<file path="src/rtl/rtc_pkg.sv">
// Shared constants for the RTC programming datapath: field-select codes,
// per-field legal ranges and the step kinds chosen by each counter instance.
package rtc_pkg;

  localparam int BCD_W = 4;

  localparam logic [3:0] SEL_SS_T  = 4'd8;
  localparam logic [3:0] SEL_MM_T  = 4'd9;
  localparam logic [3:0] SEL_HH_T  = 4'd10;
  localparam logic [3:0] SEL_DAY_T = 4'd11;
  localparam logic [3:0] SEL_MON_T = 4'd12;

  localparam int SS_MIN  = 0;
  localparam int SS_MAX  = 59;
  localparam int MM_MIN  = 0;
  localparam int MM_MAX  = 59;
  localparam int HH_MIN  = 0;
  localparam int HH_MAX  = 23;
  localparam int DAY_MIN = 1;
  localparam int DAY_MAX = 31;
  localparam int MON_MIN = 1;
  localparam int MON_MAX = 12;

  typedef enum logic [1:0] {
    STEP_HOLD = 2'd0,
    STEP_INC  = 2'd1,
    STEP_DEC  = 2'd2,
    STEP_LOAD = 2'd3
  } step_e;

endpackage

</file>
<file path="src/rtl/contador_ad_rango_bcd_if.sv">
// Control/status bundle of one range counter; the programming FSM and the
// cascade neighbours drive the master side, the counter is the slave.
interface contador_ad_rango_bcd_if #(
  parameter int W    = 6,
  parameter int NDIG = 2
);
  // All request inputs are single-cycle pulses sampled on the rising edge;
  // there is no ready/backpressure, every pulse is acted on or discarded in
  // the cycle it is seen.
  logic [3:0]        en_count;
  logic              enUP;
  logic              enDOWN;
  logic              inc_in;
  logic              dec_in;
  logic              load_en;
  logic [W-1:0]      load_val;
  logic [W-1:0]      count_bin;
  logic [4*NDIG-1:0] data_bcd;
  logic              carry_out;
  logic              borrow_out;

  modport master (
    output en_count, enUP, enDOWN, inc_in, dec_in, load_en, load_val,
    input  count_bin, data_bcd, carry_out, borrow_out
  );

  modport slave (
    input  en_count, enUP, enDOWN, inc_in, dec_in, load_en, load_val,
    output count_bin, data_bcd, carry_out, borrow_out
  );
endinterface

</file>
<file path="src/rtl/contador_ad_rango_bcd_bin_a_bcd.sv">
// Combinational binary to packed BCD conversion (double-dabble), most
// significant digit in the top nibble.
module bin_a_bcd
  import rtc_pkg::*;
#(
  parameter int W    = 6,
  parameter int NDIG = 2
) (
  input  logic [W-1:0]          bin_i,
  output logic [BCD_W*NDIG-1:0] bcd_o
);

  logic [BCD_W*NDIG-1:0] acc;

  always_comb begin
    acc = '0;
    for (int i = W - 1; i >= 0; i--) begin
      // Pre-correct any digit that would exceed 9 after the next shift.
      for (int d = 0; d < NDIG; d++) begin
        if (acc[BCD_W*d +: BCD_W] >= 4'd5) begin
          acc[BCD_W*d +: BCD_W] = acc[BCD_W*d +: BCD_W] + 4'd3;
        end
      end
      acc = {acc[BCD_W*NDIG-2:0], bin_i[i]};
    end
  end

  assign bcd_o = acc;

endmodule

</file>
<file path="src/rtl/contador_ad_rango_bcd.sv">
// Up/down counter over [MIN_VAL, MAX_VAL] with load, cascade and manual edit
// inputs, registered wrap pulses and a BCD view of the count.
module contador_ad_rango_bcd
  import rtc_pkg::*;
#(
  parameter int         W         = 6,
  parameter int         MIN_VAL   = SS_MIN,
  parameter int         MAX_VAL   = SS_MAX,
  parameter logic [3:0] FIELD_SEL = SEL_SS_T,
  parameter int         NDIG      = 2
) (
  input  logic                    clk,
  input  logic                    reset,
  contador_ad_rango_bcd_if.slave  bus
);

  if (MAX_VAL >= 2**W || MIN_VAL > MAX_VAL || MIN_VAL < 0 || MAX_VAL >= 10**NDIG) begin : g_bad_params
    $error("contador_ad_rango_bcd: illegal W/MIN_VAL/MAX_VAL/NDIG combination");
  end

  localparam logic [W-1:0] MIN_W = W'(MIN_VAL);
  localparam logic [W-1:0] MAX_W = W'(MAX_VAL);

  logic [W-1:0] count_q, count_d;
  logic         carry_q, carry_d;
  logic         borrow_q, borrow_d;
  step_e        step;
  int           cnt_v;
  int           load_v;

  // Signed 32-bit copies keep range compares free of unsigned-zero corner cases.
  assign cnt_v  = int'(count_q);
  assign load_v = int'(bus.load_val);

  always_comb begin
    step = STEP_HOLD;
    if (bus.load_en) begin
      step = STEP_LOAD;
    end else if (bus.inc_in || bus.dec_in) begin
      // Cascade owns the cycle; a coincident manual edit is dropped.
      if (bus.inc_in && !bus.dec_in) step = STEP_INC;
      else if (bus.dec_in && !bus.inc_in) step = STEP_DEC;
    end else if (bus.en_count == FIELD_SEL) begin
      if (bus.enUP && !bus.enDOWN) step = STEP_INC;
      else if (bus.enDOWN && !bus.enUP) step = STEP_DEC;
    end
  end

  always_comb begin
    count_d  = count_q;
    carry_d  = 1'b0;
    borrow_d = 1'b0;
    case (step)
      STEP_LOAD: begin
        if (load_v > MAX_VAL)      count_d = MAX_W;
        else if (load_v < MIN_VAL) count_d = MIN_W;
        else                       count_d = bus.load_val;
      end
      STEP_INC: begin
        if (cnt_v >= MAX_VAL) begin
          count_d = MIN_W;
          carry_d = 1'b1;
        end else if (cnt_v < MIN_VAL) begin
          count_d = MIN_W;
        end else begin
          count_d = count_q + W'(1);
        end
      end
      STEP_DEC: begin
        if (cnt_v > MAX_VAL) begin
          count_d = MAX_W;
        end else if (cnt_v <= MIN_VAL) begin
          count_d  = MAX_W;
          borrow_d = 1'b1;
        end else begin
          count_d = count_q - W'(1);
        end
      end
      default: ;
    endcase
  end

  always_ff @(posedge clk) begin
    if (reset) begin
      count_q  <= MIN_W;
      carry_q  <= 1'b0;
      borrow_q <= 1'b0;
    end else begin
      count_q  <= count_d;
      carry_q  <= carry_d;
      borrow_q <= borrow_d;
    end
  end

  logic [BCD_W*NDIG-1:0] bcd;

  bin_a_bcd #(
    .W    (W),
    .NDIG (NDIG)
  ) u_bin_a_bcd (
    .bin_i (count_q),
    .bcd_o (bcd)
  );

  assign bus.count_bin  = count_q;
  assign bus.data_bcd   = bcd;
  assign bus.carry_out  = carry_q;
  assign bus.borrow_out = borrow_q;

endmodule
</file>
<file path="src/flat_wrapper.sv">
// flat-port wrapper written by rule: the top's interface ports become plain ports
module contador_ad_rango_bcd_flat import rtc_pkg::*;
#(
  parameter int         W         = 6,
  parameter int         MIN_VAL   = SS_MIN,
  parameter int         MAX_VAL   = SS_MAX,
  parameter logic [3:0] FIELD_SEL = SEL_SS_T,
  parameter int         NDIG      = 2
)
  (clk, reset, bus_en_count, bus_enUP, bus_enDOWN, bus_inc_in, bus_dec_in, bus_load_en, bus_load_val, bus_count_bin, bus_data_bcd, bus_carry_out, bus_borrow_out);
  contador_ad_rango_bcd_if #(.W(W), .NDIG(NDIG)) bus_i ();
  input  logic clk;
  input  logic reset;
  input wire logic [$bits(bus_i.en_count)-1:0] bus_en_count;
  input wire logic [$bits(bus_i.enUP)-1:0] bus_enUP;
  input wire logic [$bits(bus_i.enDOWN)-1:0] bus_enDOWN;
  input wire logic [$bits(bus_i.inc_in)-1:0] bus_inc_in;
  input wire logic [$bits(bus_i.dec_in)-1:0] bus_dec_in;
  input wire logic [$bits(bus_i.load_en)-1:0] bus_load_en;
  input wire logic [$bits(bus_i.load_val)-1:0] bus_load_val;
  output wire logic [$bits(bus_i.count_bin)-1:0] bus_count_bin;
  output wire logic [$bits(bus_i.data_bcd)-1:0] bus_data_bcd;
  output wire logic [$bits(bus_i.carry_out)-1:0] bus_carry_out;
  output wire logic [$bits(bus_i.borrow_out)-1:0] bus_borrow_out;
  assign bus_i.en_count = bus_en_count;
  assign bus_i.enUP = bus_enUP;
  assign bus_i.enDOWN = bus_enDOWN;
  assign bus_i.inc_in = bus_inc_in;
  assign bus_i.dec_in = bus_dec_in;
  assign bus_i.load_en = bus_load_en;
  assign bus_i.load_val = bus_load_val;
  assign bus_count_bin = bus_i.count_bin;
  assign bus_data_bcd = bus_i.data_bcd;
  assign bus_carry_out = bus_i.carry_out;
  assign bus_borrow_out = bus_i.borrow_out;
  contador_ad_rango_bcd #(.W(W), .MIN_VAL(MIN_VAL), .MAX_VAL(MAX_VAL), .FIELD_SEL(FIELD_SEL), .NDIG(NDIG)) u_core (.clk(clk), .reset(reset), .bus(bus_i));
endmodule
</file>
<file path="config.mk">
export PLATFORM = sky130hd
export DESIGN_NAME = contador_ad_rango_bcd_flat
export DESIGN_NICKNAME = d
export VERILOG_FILES = /design/src/rtl/rtc_pkg.sv /design/src/rtl/contador_ad_rango_bcd_if.sv /design/src/rtl/contador_ad_rango_bcd_bin_a_bcd.sv /design/src/rtl/contador_ad_rango_bcd.sv /design/src/flat_wrapper.sv
export SDC_FILE = /design/constraint.sdc
export NUM_CORES = 1
export LEC_CHECK = 0
export ABC_AREA = 1
export CORE_ASPECT_RATIO = 1.4
export CORE_UTILIZATION = 48
export CTS_BUF_LIST = sky130_fd_sc_hd__clkbuf_2 sky130_fd_sc_hd__clkbuf_4 sky130_fd_sc_hd__clkbuf_8
export DETAILED_ROUTE_END_ITERATION = 10
export PLACE_DENSITY = 0.82
export SKIP_LAST_GASP = 1
export SLEW_MARGIN = 0
export SYNTH_ARGS = -nofsm -noshare
export SYNTH_HDL_FRONTEND = slang
export SYNTH_SLANG_ARGS = --single-unit
</file>
<file path="constraint.sdc">
create_clock -name clk -period 3.6 [get_ports clk]
set_input_delay 0.72 -clock clk [delete_from_list [all_inputs] [get_ports clk]]
set_output_delay 0.72 -clock clk [all_outputs]
set_load 0.01 [all_outputs]
</file>
Word-level counts from Yosys, hierarchy flattened:

Cells that the tools add are included.

* word-level logic and storage cells: 54
* memories kept: 0
* latch bits: 0
* bits in registers: 8
* memory bits (read-only): 0
* bits in writable memories: 0

* multipliers: 0
* add/subtract/negate cells: 5
* bitwise gates (word level): 2
* reductions and logical operators: 12
* order comparisons: 9
* eq/ne operators: 4
* divide/modulo/power cells: 0
* multiplexer cells: 19
* shift-type cells: 0

Operators with widths (count)
* 6-bit two-way mux: 6
* 6-bit one-hot mux with 3 select lines: 1
* 2-bit two-way mux: 7
* 6-bit > comparator (second input constant): 2
* 6-bit by 1-bit < comparator with 1-bit output (second input constant): 2
* 4-bit two-way mux: 3
* 4-bit by 2-bit adder with 4-bit output (second input constant): 2
* 4-bit by 3-bit greater-or-equal comparator with 1-bit output (second input constant): 2
* 6-bit by 1-bit adder with 6-bit output (second input constant): 1
* 6-bit greater-or-equal comparator (second input constant): 1
* 6-bit by 1-bit <= comparator with 1-bit output (second input constant): 1
* 6-bit by 1-bit subtractor with 6-bit output (second input constant): 1
* 3-bit by 2-bit adder with 4-bit output (second input constant): 1
* 2-bit == test (second input constant): 2
* 4-bit == test (second input constant): 1
* 1-bit logical AND: 4
* 1-bit zero test: 4
* 3-bit greater-or-equal comparator (second input constant): 1
* 3-bit nonzero test: 1
* 3-bit OR reduction: 1
* 2-bit by 1-bit == test with 1-bit output (second input constant): 1
* 1-bit two-way mux: 2
* 1-bit inverter: 2
* 2-bit OR reduction: 1
* 1-bit logical OR: 1

Longest topological paths before layout:

Gate-level depths: netlist of the first run.

* depth in word-level cells: 10
* gate-level depth with buffers: 16

Cells and area by module:

A second synthesis of the first run with hierarchy kept.

* cells, all modules: 186
* area total of the unflattened synthesis: 1159.9 um^2

Modules (own cells, without submodules)
* contador_ad_rango_bcd: area each 760.7 um^2, instances 1, cells an instance 122
* bin_a_bcd: area each 399.1 um^2, instances 1, cells an instance 64

Least setup slack after synthesis of the first run:

OpenSTA, ideal clock, no wires.

* path kind: register to output
* start point: register u_core.count_q[4] (netlist: u_core.bus.count_bin[4])
* end point: output port bus_data_bcd[1]
* path slack: 675 ps
* stages on the path, launching flop included: 16
* data required time: 2880 ps
* data arrival time: 2205 ps
* cell sequence: dfxtp_1 > inv_1 > ha_1 > nand2_1 > nand2_1 > o21ai_1 > ha_1 > inv_1 > or2_2 > nand3_2 > nand2_2 > nand2_4 > nand3_4 > nand2_4 > nand3_1 > nand2_1

* longest elaborated chain between the ends: 6

RTL lines
* from (decl): RTL line contador_ad_rango_bcd.sv:24 `logic [W-1:0] count_q, count_d;`
* from (signal assigned): RTL line contador_ad_rango_bcd.sv:89 `count_q <= count_d;`
* 3-bit by 2-bit adder with 4-bit output / 3-bit greater-or-equal comparator (equally long branches): RTL line contador_ad_rango_bcd_bin_a_bcd.sv:21, contador_ad_rango_bcd_bin_a_bcd.sv:20
* 4-bit two-way mux (*): RTL line contador_ad_rango_bcd_bin_a_bcd.sv:20 `if (acc[BCD_W*d +: BCD_W] >= 4'd5) begin`
* 4-bit by 2-bit adder with 4-bit output / 4-bit by 3-bit greater-or-equal comparator with 1-bit output (equally long branches): RTL line contador_ad_rango_bcd_bin_a_bcd.sv:21, contador_ad_rango_bcd_bin_a_bcd.sv:20
* 4-bit two-way mux (*): RTL line contador_ad_rango_bcd_bin_a_bcd.sv:20
* 4-bit by 3-bit greater-or-equal comparator with 1-bit output (*): RTL line contador_ad_rango_bcd_bin_a_bcd.sv:20
* 4-bit two-way mux (*): RTL line contador_ad_rango_bcd_bin_a_bcd.sv:20
* to (decl): RTL line flat_wrapper.sv:22 `output wire logic [$bits(bus_i.data_bcd)-1:0] bus_data_bcd;`

Every way passes the cells marked *; elsewhere a longest branch is shown, timed or not.

Worst setup path after layout of the first run:

* start point: register u_core.count_q[4] (netlist: u_core.bus.count_bin[4])
* end point: output port bus_data_bcd[5]

* longest elaborated chain between the ends: 4

RTL lines (RTL line)
* 3-bit by 2-bit adder with 4-bit output / 3-bit greater-or-equal comparator (equally long branches): contador_ad_rango_bcd_bin_a_bcd.sv:21, contador_ad_rango_bcd_bin_a_bcd.sv:20
* 4-bit two-way mux (*): contador_ad_rango_bcd_bin_a_bcd.sv:20
* 4-bit by 2-bit adder with 4-bit output / 4-bit by 3-bit greater-or-equal comparator with 1-bit output (equally long branches): contador_ad_rango_bcd_bin_a_bcd.sv:21, contador_ad_rango_bcd_bin_a_bcd.sv:20
* 4-bit two-way mux (*): contador_ad_rango_bcd_bin_a_bcd.sv:20

Marks and branches as above.

==> results of run 1 <==
## kinds of logic after synthesis
group | Yosys count | synth area share
AND/OR/NAND/NOR | 85 | 0.411
AO/OA/AOI/OAI | 30 | 0.150
buffers and inverters | 29 | 0.121
adder cells (fa/ha/maj) | 10 | 0.120
flip-flops | 8 | 0.153
XOR/XNOR | 5 | 0.0419
other | 1 | 0.00359
## worst max-delay path: cells and delay by family, from the launching register on
kind / cells / cell delay [ps]
AOI/OAI and AO/OA: 2 / 140
adders and majority gates: 2 / 320
buffers and inverters: 3 / 710
DFF: 1 / 360
and+or+nand+nor: 6 / 670
## synthesized netlist by cell type (all sizes together)
master	instances
a21oi	10
a31oi	3
buf	2
clkbuf	2
conb	1
dfxtp	8
ha	10
inv	25
nand2	48
nand3	14
nand3b	2
nand4	4
nor2	10
nor3	3
nor3b	1
o21a	1
o21ai	16
or2	3
xnor2	1
xor2	4
## registers in the layout, summed over array words and instances, names as in the netlist
name                   flops
u_core.bus.carry_out       1
u_core.bus.count_bin       6
u_core.bus.borrow_out      1
## power groups by stage
stage | sequential, W | combinational [W] | clock, W
2_1_floorplan | 0.000116 | 0.000208 | 0
3_3_place_gp | 0.000112 | 0.000330 | 0
3_5_place_dp | 0.000113 | 0.000341 | 0
4_1_cts | 0.000111 | 0.000347 | 0.0000732
5_1_grt | 0.000114 | 0.000382 | 0.0000797
6_report | 0.000112 | 0.000344 | 0.0000724
## repair_timing
| action | CTS | global route |
|---|---|---|
| endpoints found under the hold margin | 0 | 0 |
| resized for setup | 4 | 7 |
| pin swaps | 1 | 0 |
| buffers inserted | 1 | 0 |
| hold buffers | 0 | 0 |
| cloned | 0 | 0 |
| endpoints found under the setup margin | 4 | 4 |
## per-stage QoR
step	cells	worst slack [ps]
4_1_cts	223	9.86
3_3_place_gp	219	192
5_1_grt	223	158
3_5_place_dp	219	43.2
6_report	223	384
2_1_floorplan	168	675
## cell type report
cell class,count,area [um2]
Multi-Input combinational cell,131,774
Fill cell,185,566
Timing Repair Buffer,35,350
Sequential cell,8,164
Inverter,25,93.8
Tap cell,21,26.3
Clock buffer,3,22.5
## how the worst max path moves through the flow
stage | startpoint | endpoint | slack, ps | cells after the start
global placement | u_core.bus.count_bin[4] | bus_data_bcd[1] | 190 | 16
detailed placement | u_core.bus.count_bin[4] | bus_data_bcd[1] | 40 | 16
CTS | u_core.bus.count_bin[4] | bus_data_bcd[1] | 10 | 16
finish | u_core.bus.count_bin[4] | bus_data_bcd[5] | 380 | 13
floorplan | u_core.bus.count_bin[4] | bus_data_bcd[1] | 680 | 15
global route | u_core.bus.count_bin[4] | bus_data_bcd[2] | 160 | 17
## metal layers
metal,up-vias,GRT usage
met5,-,0
li1,620,-
met2,39,0.484
met3,6,0.0222
met1,537,0.276
met4,0,0.180
==> metrics.txt, run 1 <==
result of the run complete, no violations; top achievable clock speed between 300 and 400 MHz; R2R Path End u_core.bus.count_bin[5]; DIE AREA around 2400 um2; Die X-Extent just over 40 um; total congestion overflow 0; commonest cells after routing, fill and taps aside 38 x sky130_fd_sc_hd__nand2_1, 27 x sky130_fd_sc_hd__clkdlybuf4s50_1, 20 x sky130_fd_sc_hd__inv_1; register area share after synthesis 0.153; floorplan core area roughly 2000 um2; net count of the mapped netlist approximately 200; overall power roughly 0.00053 W; Final Hold Fails 0; leading post-synthesis cells by cell area sky130_fd_sc_hd__dfxtp_1 15%, sky130_fd_sc_hd__nand2_1 14%, sky130_fd_sc_hd__ha_1 12%, sky130_fd_sc_hd__inv_1 7.5%, sky130_fd_sc_hd__o21ai_0 6.2%; IO Count 33; clock-pin slew of the registers on the worst-case setup and hold paths around 60 ps; portion of total power attributed to combinational logic 0.651; startpoint of the lowest-slack hold path u_core.bus.count_bin[4]; share of final-layout standard cells stronger than drive strength 1 0.158; Worst-Skew Late Latency around 260 ps; First DRT Iteration DRCs 23; Max Fanout on Critical Path 6; Max Root-Sink Buffers 2; final design instance area without fill 1430 um2; end point of the most critical hold path u_core.bus.borrow_out; Routed Wire Length about 2800 um; most common library cell in the layout ignoring fill and taps sky130_fd_sc_hd__nand2_1; IR drop worst, VDD ~290 uV; power per cell area between 300 and 400 nW/um2; Max stage delay cell, worst path sky130_fd_sc_hd__clkdlybuf4s50_1; Tcrit/Tclk final 0.893; leakage power approximately 0.73 nW; Total Nets Final 231; number of levels in the clock H-tree 1; pin count of the biggest net entering global routing 12; Total Negative Setup Slacks 0 ps; net switching power figure 0.000235 W; final max-slew violation count 0; worst reg2reg path depth 10; met3 wire len around 130 um; vias after detailed routing 1202; YS warnings 0; initial antenna violation count 0; Sw Ratio 0.445; share of the synthesized area in the top cell type 0.153; Starting Density 0.523; RSZ-0062 raised after global routing false; minimum hold slack ~600 ps; number of cells produced by synthesis approximately 170; classification of the worst-slack hold path reg -> reg; Metal-1 WL between 1000 and 1500 um; Area Overhead vs Synth 37.0%; count of antenna-violating nets left after detailed routing 0; synthesized area per cell between 6 and 7 um2; clk sinks 8; met2 WL post-DR 1530 um; Slowest Stage Delay on Critical Path between 400 and 500 ps; fin crit period roughly 3200 ps; endpoint arrival time on the critical path 2500 ps; PortBufs 31; startpoint of the lowest-slack register-to-register path u_core.bus.count_bin[1]; design internal power around 0.00029 W; count of unique library cells instantiated by Yosys 27; global router's overall resource usage 0.263; startpoint types register; number of clock buffers inserted by TritonCTS 3; die extent in y approximately 57 um; top routing layer in use met4; setup slack of the most critical reg-to-reg path approximately 1800 ps; TritonCTS clock tree built; FF+latch count, synth 8; kind of critical path reg -> out; cell area after placement around 1400 um2; CP cell instances inv_2 -> ha_1 -> nand2_2 -> nand2_1 -> o21ai_2 -> buf_4 -> ha_1 -> or2_2 -> nand3_4 -> nor2_1 -> nand2_1 -> o21ai_0 -> clkdlybuf4s50_1; clock network fraction of total power 0.137; Final setup violation count 0; cell depth of the worst hold path 3; final worst clock skew roughly 3.4 ps; critical path capture point type primary output; hpwl dp 2250 um; CTS root buffer sky130_fd_sc_hd__clkbuf_4; number of cell rows 19; maximum capacitance violations 0; DRC 0; routed vias/inst 5.39; library cell occupying the most area in the post-synthesis netlist sky130_fd_sc_hd__dfxtp_1; critical path data required time 2880 ps; first-pass GRT wire length about 4900 um; total inserted antenna cells 0; part of the total power dissipated in sequential elements 0.211; average wire per cell in the routed design ~12 um; synthesized area 1040 um2; placer congestion estimate about 0.94; utilization after layout 0.717; first-pass iteration count of the detailed router 4; number of global-route vias before repair between 1000 and 1500
(Power assumes the default switching activity.)
==> run 2: changes to the inputs <==
- CTS_CLUSTER_SIZE: unset -> 10
- SKIP_CTS_REPAIR_TIMING: unset -> 1
==> metrics.txt, run 2 (synthesis results as in run 1) <==
commonest cells after routing, fill and taps aside 38 x sky130_fd_sc_hd__nand2_1, 27 x sky130_fd_sc_hd__clkdlybuf4s50_1, 20 x sky130_fd_sc_hd__inv_1; result of the run complete, no violations; total congestion overflow 0 (unchanged); first-pass iteration count of the detailed router 4 (unchanged); kind of critical path reg -> out; Tcrit/Tclk final 0.910 (+0.0163); DIE AREA 2370 um2 (unchanged); Setup Slack @ Placement 43.2 ps (unchanged); Total Nets Final 231 (unchanged); RSZ-0062 raised after global routing false; number of global-route vias before repair 1182 (-2.0%); IR drop worst, VDD 287 uV (about the same); first-pass GRT wire length 4860 um (-1.1%); leakage power 0.730 nW (unchanged); flip-flop count of the largest register, all copies and words added 6 (unchanged); clock-pin slew of the registers on the worst-case setup and hold paths 60 ps (about the same); IO Count 33 (unchanged); maximum capacitance violations 0 (unchanged); CTS root buffer sky130_fd_sc_hd__clkbuf_4; critical path data required time 2880 ps (about the same); TritonCTS clock tree built; Routed Wire Length 2820 um (+2.5%); setup slack of the most critical reg-to-reg path 1780 ps (about the same); global router's overall resource usage 0.260 (-0.00260); floorplan core area 2000 um2 (unchanged); hpwl dp 2250 um (unchanged); count of antenna-violating nets left after detailed routing 0 (unchanged); routed vias/inst 5.33 (-1.1%); Starting Density 0.523 (unchanged); fin crit period 3280 ps (+58.7 ps); cell total after placement 219 (unchanged); endpoint arrival time on the critical path 2560 ps (+60 ps); critical path capture point type primary output; Setup WS post-layout 325 ps (-58.7 ps); Max Fanout on Critical Path 6 (unchanged); Area Overhead vs Synth 37.0% (unchanged); number of cell rows 19 (unchanged); top achievable clock speed 305 MHz (-1.8%); utilization after layout 0.717 (unchanged); final max-slew violation count 0 (unchanged); Final setup violation count 0 (unchanged); most common library cell in the layout ignoring fill and taps sky130_fd_sc_hd__nand2_1; Max Root-Sink Buffers 2 (unchanged); share of final-layout standard cells stronger than drive strength 1 0.158 (unchanged); power per cell area 371 nW/um2 (+0.61%); final worst clock skew 3.06 ps (-0.311 ps); minimum hold slack 596 ps (-0.965 ps); pin count of the biggest net entering global routing 12 (unchanged); die extent in y 57.2 um (unchanged); PortBufs 31 (unchanged); clk sinks 8 (unchanged); Fillers 187 (+1.1%); startpoint types register; placer congestion estimate 0.940 (unchanged); average wire per cell in the routed design 12.7 um (+2.5%); Die X-Extent 41.4 um (unchanged); vias after detailed routing 1189 (-1.1%); number of clock buffers inserted by TritonCTS 3 (unchanged); Layout Cells excl Fill 223 (unchanged); DRC 0 (unchanged); Final Hold Fails 0 (unchanged); overall power 0.000531 W (+0.61%); Worst-Skew Late Latency 260 ps (about the same); classification of the worst-slack hold path reg -> reg; total inserted antenna cells 0 (unchanged); First DRT Iteration DRCs 21 (-8.7%); initial antenna violation count 0 (unchanged); number of levels in the clock H-tree 1 (unchanged)
## run 2: cell counts in the layout (fill, tap and decap cells not counted)
No cell type changed its count.
## run 2: worst paths after layout
path,endpoint,depth (start not counted),startpoint
min reg2reg,u_core.bus.borrow_out,3,u_core.bus.count_bin[4]
min,u_core.bus.borrow_out,3,u_core.bus.count_bin[4]
max reg2reg,u_core.bus.count_bin[5],10,u_core.bus.count_bin[1]
max,bus_data_bcd[5],13,u_core.bus.count_bin[4]
## run 2: critical path, cell delays in order (launching register included)
cell                              delay [ps]
sky130_fd_sc_hd__dfxtp_4                 370
sky130_fd_sc_hd__inv_2                    60
sky130_fd_sc_hd__ha_1                    180
sky130_fd_sc_hd__nand2_2                  90
sky130_fd_sc_hd__nand2_1                  70
sky130_fd_sc_hd__o21ai_2                 190
sky130_fd_sc_hd__ha_2                    210
sky130_fd_sc_hd__inv_1                    50
sky130_fd_sc_hd__or2_2                   290
sky130_fd_sc_hd__nand3_4                 120
sky130_fd_sc_hd__nor2_1                   50
sky130_fd_sc_hd__nand2_1                  40
sky130_fd_sc_hd__o21ai_0                  80
sky130_fd_sc_hd__clkdlybuf4s50_1         480
## run 2: where the power goes
group | internal, W | switching (W) | leakage [nW] | total, W
combinational | 0.000158 | 0.000189 | 0.649 | 0.000347
clock | 0.0000384 | 0.0000342 | 0.0138 | 0.0000726
sequential | 0.0000974 | 0.0000142 | 0.0667 | 0.000112
total | 0.000293 | 0.000237 | 0.730 | 0.000531
## run 2: per-layer routing
layer  GRT usage  vias up  part of all wire
met5           0        -                 0
met4       0.166        0             0.029
met3      0.0222        8             0.030
met2       0.482       26              0.56
met1       0.276      536              0.38
li1            -      619                 -
## run 2: layout make-up
| cell class | count | area, um2 | area share |
|---|---|---|---|
| well taps | 21 | 26.3 | 0.0184 |
| repair buffers | 35 | 350 | 0.245 |
| clock buffers | 3 | 22.5 | 0.0157 |
| flip-flops and latches | 8 | 164 | 0.115 |
| multi-input cells | 131 | 774 | 0.541 |
| inverters | 25 | 93.8 | 0.0656 |
## run 2: per-stage QoR
| stage | setup TNS [ps] | instance area [um2] |
|---|---|---|
| detailed placement | 0 | 1370 |
| CTS | -882 | 1390 |
| floorplan | 0 | 1040 |
| global placement | 0 | 1370 |
| finish | 0 | 1430 |
| global route | 0 | 1430 |
